===== src/rtl/md_pkg.sv =====
// rtl/md_pkg.sv - mul/div operation encodings and FSM state encoding shared by the mul/div unit.
package md_pkg;

   typedef enum logic [2:0] {
      MD_MULT  = 3'b000,
      MD_MULTU = 3'b001,
      MD_DIV   = 3'b010,
      MD_DIVU  = 3'b011,
      MD_MFHI  = 3'b100,
      MD_MFLO  = 3'b101,
      MD_MTHI  = 3'b110,
      MD_MTLO  = 3'b111
   } md_op_e;

   typedef enum logic [1:0] {
      S_IDLE = 2'd0,
      S_CALC = 2'd1,
      S_FIX  = 2'd2
   } state_e;

endpackage


===== src/rtl/md_div_iter.sv =====
// rtl/md_div_iter.sv - one combinational restoring-division step on magnitudes.
module md_div_iter #(
   parameter int WIDTH = 32
) (
   input  logic [WIDTH-1:0] rem,
   input  logic [WIDTH-1:0] quo,
   input  logic [WIDTH-1:0] divisor,
   output logic [WIDTH-1:0] rem_next,
   output logic [WIDTH-1:0] quo_next
);

   logic [WIDTH:0]   shifted;
   logic [WIDTH-1:0] diff;
   logic             fits;

   // The dividend sits in quo and shifts into rem MSB-first while quotient bits fill from the LSB.
   always_comb begin
      shifted  = {rem, quo[WIDTH-1]};
      fits     = (shifted >= {1'b0, divisor});
      diff     = shifted[WIDTH-1:0] - divisor;
      rem_next = fits ? diff : shifted[WIDTH-1:0];
      quo_next = {quo[WIDTH-2:0], fits};
   end

endmodule


===== src/rtl/mul_div_unit.sv =====
// rtl/mul_div_unit.sv - iterative multiply/divide unit with architectural HI/LO registers.
// Optional MUL_DIV_FAST_MUL_EN: single-cycle '*' multiply that bypasses the iterative loop.
module mul_div_unit
   import md_pkg::*;
#(
   parameter int WIDTH = 32
) (
   input  logic             clock,
   input  logic             reset,
   input  logic             start,
   input  logic [2:0]       md_op,
   input  logic [WIDTH-1:0] src_a,
   input  logic [WIDTH-1:0] src_b,
   output logic             busy,
   output logic             done,
   output logic [WIDTH-1:0] md_result,
   output logic [WIDTH-1:0] hi,
   output logic [WIDTH-1:0] lo
);

   localparam int CW = $clog2(WIDTH);

   state_e             state, state_next;
   logic [CW-1:0]      count;
   logic [WIDTH-1:0]   work_hi, work_lo, opnd;
   logic               is_div, neg_hi, neg_lo;

   logic               accept, op_signed, sign_a, sign_b;
   logic [WIDTH-1:0]   mag_a, mag_b;
   logic [WIDTH-1:0]   div_rem, div_quo;
   logic [WIDTH:0]     mul_sum;
   logic [2*WIDTH-1:0] prod_mag, prod;
   logic [WIDTH-1:0]   quo_fix, rem_fix, fix_hi, fix_lo;

   assign accept    = start && (state == S_IDLE);
   assign op_signed = ~md_op[0];
   assign sign_a    = op_signed & src_a[WIDTH-1];
   assign sign_b    = op_signed & src_b[WIDTH-1];
   assign mag_a     = sign_a ? -src_a : src_a;
   assign mag_b     = sign_b ? -src_b : src_b;

   assign busy      = (state != S_IDLE);
   assign done      = (state == S_FIX);
   assign md_result = (md_op == MD_MFHI) ? hi : lo;

   always_ff @(posedge clock or posedge reset) begin
      if (reset) state <= S_IDLE;
      else       state <= state_next;
   end

   always_comb begin
      state_next = state;
      case (state)
         S_IDLE: begin
            if (accept && !md_op[2]) begin
`ifdef MUL_DIV_FAST_MUL_EN
               state_next = md_op[1] ? S_CALC : S_FIX;
`else
               state_next = S_CALC;
`endif
            end
         end
         S_CALC:  if (count == '0) state_next = S_FIX;
         S_FIX:   state_next = S_IDLE;
         default: state_next = S_IDLE;
      endcase
   end

   md_div_iter #(.WIDTH(WIDTH)) u_div_iter (
      .rem      (work_hi),
      .quo      (work_lo),
      .divisor  (opnd),
      .rem_next (div_rem),
      .quo_next (div_quo)
   );

   // Shift-add step: multiplier in work_lo is consumed LSB-first as the partial sum shifts in from the top.
   assign mul_sum = {1'b0, work_hi} + (work_lo[0] ? {1'b0, opnd} : '0);

`ifdef MUL_DIV_FAST_MUL_EN
   assign prod_mag = {{WIDTH{1'b0}}, work_lo} * {{WIDTH{1'b0}}, opnd};
`else
   assign prod_mag = {work_hi, work_lo};
`endif

   // A zero divisor leaves the dividend magnitude in work_hi, so re-signing it restores src_a exactly.
   always_comb begin
      prod    = neg_lo ? -prod_mag : prod_mag;
      quo_fix = neg_lo ? -work_lo : work_lo;
      rem_fix = neg_hi ? -work_hi : work_hi;
      fix_hi  = is_div ? rem_fix : prod[2*WIDTH-1:WIDTH];
      fix_lo  = is_div ? ((opnd == '0) ? '1 : quo_fix) : prod[WIDTH-1:0];
   end

   always_ff @(posedge clock or posedge reset) begin
      if (reset) begin
         hi      <= '0;
         lo      <= '0;
         count   <= '0;
         work_hi <= '0;
         work_lo <= '0;
         opnd    <= '0;
         is_div  <= 1'b0;
         neg_hi  <= 1'b0;
         neg_lo  <= 1'b0;
      end else begin
         case (state)
            S_IDLE: begin
               if (accept) begin
                  case (md_op)
                     MD_MTHI: hi <= src_a;
                     MD_MTLO: lo <= src_a;
                     MD_MULT, MD_MULTU: begin
                        is_div  <= 1'b0;
                        count   <= CW'(WIDTH-1);
                        work_hi <= '0;
                        work_lo <= mag_b;
                        opnd    <= mag_a;
                        neg_lo  <= sign_a ^ sign_b;
                        neg_hi  <= 1'b0;
                     end
                     MD_DIV, MD_DIVU: begin
                        is_div  <= 1'b1;
                        count   <= CW'(WIDTH-1);
                        work_hi <= '0;
                        work_lo <= mag_a;
                        opnd    <= mag_b;
                        neg_lo  <= sign_a ^ sign_b;
                        neg_hi  <= sign_a;
                     end
                     default: ;
                  endcase
               end
            end
            S_CALC: begin
               count <= count - 1'b1;
               if (is_div) begin
                  work_hi <= div_rem;
                  work_lo <= div_quo;
               end else begin
                  work_hi <= mul_sum[WIDTH:1];
                  work_lo <= {mul_sum[0], work_lo[WIDTH-1:1]};
               end
            end
            S_FIX: begin
               hi <= fix_hi;
               lo <= fix_lo;
            end
            default: ;
         endcase
      end
   end

endmodule


===== config.mk =====
export PLATFORM = sky130hd
export DESIGN_NAME = mul_div_unit
export DESIGN_NICKNAME = d
export VERILOG_FILES = /design/src/rtl/md_pkg.sv /design/src/rtl/md_div_iter.sv /design/src/rtl/mul_div_unit.sv
export SDC_FILE = /design/constraint.sdc
export NUM_CORES = 1
export LEC_CHECK = 0
export ABC_AREA = 0
export CAP_MARGIN = 20
export CORE_UTILIZATION = 55
export CTS_CLUSTER_DIAMETER = 60
export CTS_CLUSTER_SIZE = 8
export DETAILED_ROUTE_END_ITERATION = 10
export GPL_TIMING_DRIVEN = 0
export HOLD_SLACK_MARGIN = 0.1
export PLACE_DENSITY = 0.79
export SLEW_MARGIN = 20
export SYNTH_ARGS = -nofsm -noshare
export SYNTH_HDL_FRONTEND = slang
export SYNTH_SLANG_ARGS = --single-unit
export TNS_END_PERCENT = 1

===== constraint.sdc =====
create_clock -name clock -period 11.67 [get_ports clock]
set_clock_uncertainty 0.05 [all_clocks]
set_input_delay 2.9175 -clock clock [delete_from_list [all_inputs] [get_ports clock]]
set_output_delay 2.9175 -clock clock [all_outputs]
set_load 0.01 [all_outputs]

Word-level counts from Yosys, hierarchy flattened
Cells that the tools add are included.
{"block": "word_totals", "register_bits": 170, "in_bits": 70, "output_inout_bits": 98, "word_cells": 93}
{"block": "classes", "add_sub_neg": 8, "magnitude_cmp": 1, "n_eq_ne": 15, "mux": 34, "bitwise": 4, "n_reduce_logical": 21}
{"operator": "32-bit 2-to-1 mux", "n": 19}
{"operator": "32-bit one-hot mux with 2 select lines", "n": 6}
{"operator": "32-bit negation", "n": 4}
{"operator": "64-bit 2-to-1 mux", "n": 1}
{"operator": "64-bit negation", "n": 1}
{"operator": "32-bit by 32-bit adder with 33-bit output", "n": 1}
{"operator": "33-bit by 32-bit greater-or-equal comparator with 1-bit output", "n": 1}
{"operator": "32-bit zero test", "n": 1}
{"operator": "32-bit subtractor", "n": 1}
{"operator": "3-bit AND reduction", "n": 6}
{"operator": "5-bit 2-to-1 mux", "n": 2}
{"operator": "5-bit one-hot mux with 2 select lines", "n": 1}
{"operator": "3-bit equality test (second input constant)", "n": 3}
{"operator": "2-bit nonzero test", "n": 4}
{"operator": "3-bit by 2-bit equality test with 1-bit output (second input constant)", "n": 2}
{"operator": "2-bit by 1-bit != test with 1-bit output (second input constant)", "n": 3}
{"operator": "2-bit != test (second input constant)", "n": 3}
{"operator": "5-bit zero test", "n": 1}
{"operator": "5-bit by 1-bit subtractor with 5-bit output (second input constant)", "n": 1}
{"operator": "2-bit 2-to-1 mux", "n": 2}
{"operator": "1-bit one-hot mux with 2 select lines", "n": 2}
{"operator": "2-bit one-hot mux with 2 select lines", "n": 1}
{"operator": "2-bit OR reduction", "n": 2}
{"operator": "4-bit OR reduction", "n": 1}
{"operator": "12 further kinds", "n": 14}

Depth between registers and ports, before layout
{"block": "logic_depth", "depth_word": 6, "mapped_depth": 14, "ltp_nobuf": 13}

By module
Synthesis repeated with hierarchy kept, for this count alone.
{"block": "unflattened", "cells_unflattened": 1968, "area_unflattened_um2": 15526.1}
{"mod": "mul_div_unit", "instances": 1, "cells_each": 1613, "area_per_inst_um2": 12954.9, "seq_area_each_um2": 4254.1}
{"mod": "md_div_iter", "instances": 1, "cells_each": 355, "area_per_inst_um2": 2571.2, "seq_area_each_um2": 0.0}

Least setup slack after synthesis
Ideal clock, no wire load.
{"block": "synth_path", "kind": "input -> output", "start": "input md_op[0]", "end": "output md_result[10]", "arrival_ps": 4288, "required_time_ps": 8703, "setup_slack_ps": 4414, "path_stages": 4, "n_path_buf": 2, "path_cell_list": "clkbuf_1 nor3b_1 clkbuf_1 mux2_2"}
{"block": "synth_via", "elab_chain_cells": 2}
{"element": "from (decl)", "line_no": "mul_div_unit.sv:11", "rtl": "input logic [2:0] md_op,"}
{"element": "3-bit equality test", "line_no": "mul_div_unit.sv:44", "rtl": "assign md_result = (md_op == MD_MFHI) ? hi : lo;"}
{"element": "32-bit 2-to-1 mux", "line_no": "mul_div_unit.sv:44"}
{"element": "to (decl)", "line_no": "mul_div_unit.sv:16", "rtl": "output logic [WIDTH-1:0] md_result,"}
Every way passes these cells.

Final worst setup path
{"block": "layout_path", "start": "input md_op[0]", "end": "output md_result[17]"}
The elaborated chain is that of the path after synthesis.

==> flow_summary.yaml <==
final_layout:
  final_nets: 2261
  layout.area.seq_mm2: 0.00425
  final_cell_mix: "nand2_1 (240), o21ai_0 (188), dfrtp_1 (170)"
  layout-drive-gt1-share_pct: 5.49
  final_common_cell: "nand2_1"
  finalNonFillerCells: 2504
  fill_cells: 2458
  multi_input_area_mm2: 0.0104
  antenna_cells: 0
  area_delta_synth_final_pct: 18.1
die:
  io_pins: 168
  dieWidth_um: 169
  rows: 60
  die-area_mm2: 0.0286
  dieHeight_um: 169
  start_util_pct: 56.5
  coreArea_mm2: 0.0272
global_route:
  use_met3_pct: 9.77
  overflow: 0
  grt_start_max_net_pins: 103
  antenna_found_initial: 1
  grt_pass1_vias: 15200
  use_met2_pct: 65.2
  use_met1_pct: 59.9
  track_usage_pct: 43.5
  busiest_layer: "met2"
  grt_pass1_wl_um: 92700
placement:
  io_buffer_count: 164
  dp_hpwl_um: 49700
  gp_congestion: 1.08
  place_inst: 2472
logic_synthesis:
  yosys_register_bits: 170
  synth_cell_types: 74
  synthCells: 1934
  netlist_area_mm2: 0.0153
  postSynth.asyncResetShare_pct: 100
  synth_edf_count: 0
  ys_seq_area_share_pct: 27.7
  syn_avg_cell_area_um2: 7.93
  ys.flop_type: "dfrtp_1"
  synth_fp_nets: 2076
  ys_warn_count: 0
routing:
  drt_iter0_markers: 2122
  vias: 16400
  wl_per_cell_um: 24.9
  wl_um: 62500
  drt_pass1_iterations: 8
  drc: 0
  drt-vias-per-instance: 6.57
  ant_nets: 0
sta:
  max_freq_ghz: 0.119
  worstMarginPinSlew_ns: 1.19
  period_share_pct: 72.3
  hold_viol: 0
  drv_slew: 0
  fin_tns_setup_ns: 0
  rsz0062_at_grt: "no"
  hold-worst-slack_ns: 0.466
  finalCriticalPeriod_ns: 8.44
  setup_violations: 0
  slew_headroom_pct: 19.9
power:
  ir_drop_mv: 0.164
  powerDensity_mw_per_mm2: 327
  fin_total_pwr_mw: 5.93
  leakage_nw: 7.58
critical_path:
  worst_ep_arrival_time_ns: 5.47
  worst_path_max_delay_cell: "clkbuf_1"
  path_class: "primary input to primary output"
  critPathTopFamily: "buffers and inverters"
  cp_max_fo: 10
  cp_slowest_stage_delay_ns: 0.53
  path_buf_inv: 5
  cp-start-kind: "primary input"
  crit_path_cell_trace: "clkdlybuf4s50_1, clkbuf_1, nor3b_2, buf_4, clkbuf_1, mux2_2, clkdlybuf4s50_1"
  worstPathRequired_ns: 8.70
  end_kind: "primary output"
flow_run:
  maxCapViolCount: 0
cts:
  cts_setup_buffers: 0
  clock-sinks: 170
  cts_buffers: 17
  ctsHoldBuffers: 0
  clk_latency_ns: 0.45
  cts_max_level: 4
  post_cts_resized: 0
  cts_tree: "built"
  clk_pin_slew_ns: 0.09
  cts.path.max_buffers: 2
  root_buffer: "clkbuf_16"
run_status:
  status: "finished clean"
min_path:
  min_path_type: "flip-flop to flip-flop"
==> sequential cells by signal, summed over array words and instances (netlist names) <==
register	cells
hi	32
lo	32
opnd	32
work_hi	32
work_lo	32
count	5
state	2
is_div	1
neg_hi	1
neg_lo	1
==> worst min-delay path, delay by kind of cell (launching register included) <==
kind | cells | cell delay, ns
flip-flops | 1 | 0.37
AO/OA/AOI/OAI | 1 | 0.06
AND/OR/NAND/NOR | 1 | 0.06
==> path summary, 6_finish.rpt <==
path	startpoint	endpoint	slack, ns	depth (start not counted)
min in group asynchronous	reset	lo[17]	2.88	2
min	opnd[19]	opnd[19]	0.47	2
min reg2reg	opnd[19]	opnd[19]	0.47	2
max	md_op[0]	md_result[17]	3.23	7
max reg2reg	work_lo[0]	work_hi[31]	7.01	13
max in group asynchronous	reset	opnd[30]	7.76	3
==> cell type report <==
class / count / share of cell area [%]
Multi-Input combinational cell: 1579 / 57.3
Clock inverter: 15 / 1.01
Sequential cell: 170 / 23.5
Timing Repair Buffer: 166 / 9.26
Buffer: 118 / 2.56
Clock buffer: 17 / 2.35
Tap cell: 372 / 2.57
Inverter: 67 / 1.43
==> synth_stat cells, types with 5 or more instances <==
master | n | share of area (%)
o21bai_1 | 5 | 0.24
o221ai_1 | 9 | 0.51
o211ai_1 | 19 | 0.93
o21a_1 | 6 | 0.29
nor4_1 | 33 | 1.3
nor2_1 | 161 | 3.9
a211oi_1 | 17 | 0.83
nor2b_1 | 11 | 0.45
or4_1 | 8 | 0.39
xor2_1 | 99 | 5.7
a31oi_1 | 20 | 0.82
o21ai_1 | 6 | 0.20
a211o_1 | 5 | 0.29
dfrtp_1 | 170 | 28
nand4_1 | 15 | 0.61
a21o_1 | 39 | 1.9
nand3_1 | 23 | 0.75
inv_1 | 66 | 1.6
a32oi_1 | 13 | 0.74
mux2i_1 | 88 | 5.7
and4_1 | 5 | 0.29
o21ai_0 | 188 | 6.1
o41ai_1 | 12 | 0.68
mux2_2 | 52 | 3.8
nor3b_1 | 5 | 0.24
a22oi_1 | 38 | 1.9
or3_1 | 16 | 0.65
nand2b_1 | 17 | 0.69
and3_1 | 11 | 0.45
nor3_1 | 33 | 1.1
o22ai_1 | 5 | 0.20
and2_1 | 7 | 0.29
o31a_1 | 5 | 0.29
a21oi_1 | 141 | 4.6
xnor2_1 | 78 | 4.5
nand2_1 | 240 | 5.9
o31ai_1 | 23 | 1.1
clkbuf_1 | 102 | 2.5
buf_1 | 9 | 0.22
ha_1 | 70 | 5.7
==> through the flow <==
| step | cell area, um2 | worst slack [ns] | util, % |
|---|---|---|---|
| floorplan | 15300 | 4.10 | - |
| global placement | 17500 | 1.60 | 64.2 |
| detailed placement | 17500 | 3.25 | 64.4 |
| CTS | 18100 | 3.24 | 66.6 |
| global route | 18100 | 3.10 | 66.7 |
| finish | 18100 | 3.23 | 66.7 |
==> cell families (layout without fill, tap and decap cells) <==
logic type                 Yosys count  in the layout  share of synthesized area [%]
buffers and inverters              185            383                           4.66
AOI/OAI and AO/OA                  585            585                           23.8
and+or+nand+nor                    605            605                           18.2
DFF                                170            170                           27.7
xor gates and xnor gates           177            177                           10.1
muxes                              140            140                           9.56
adders and majority gates           72             72                           5.97
==> layer usage <==
layer	vias up	part of all wire (%)
met5	-	0
met4	0	4.8
met3	147	11
met2	1036	43
met1	7909	41
li1	7357	-
==> power by group <==
| group | total [mW] | internal (mW) | switching [mW] | leakage (nW) |
|---|---|---|---|---|
| clock network | 0.599 | 0.291 | 0.308 | 0.294 |
| registers | 1.33 | 0.884 | 0.441 | 1.99 |
| logic | 4.01 | 1.66 | 2.35 | 5.29 |
| total | 5.93 | 2.83 | 3.10 | 7.58 |
No activity file was read; power rests on OpenSTA's default activity.
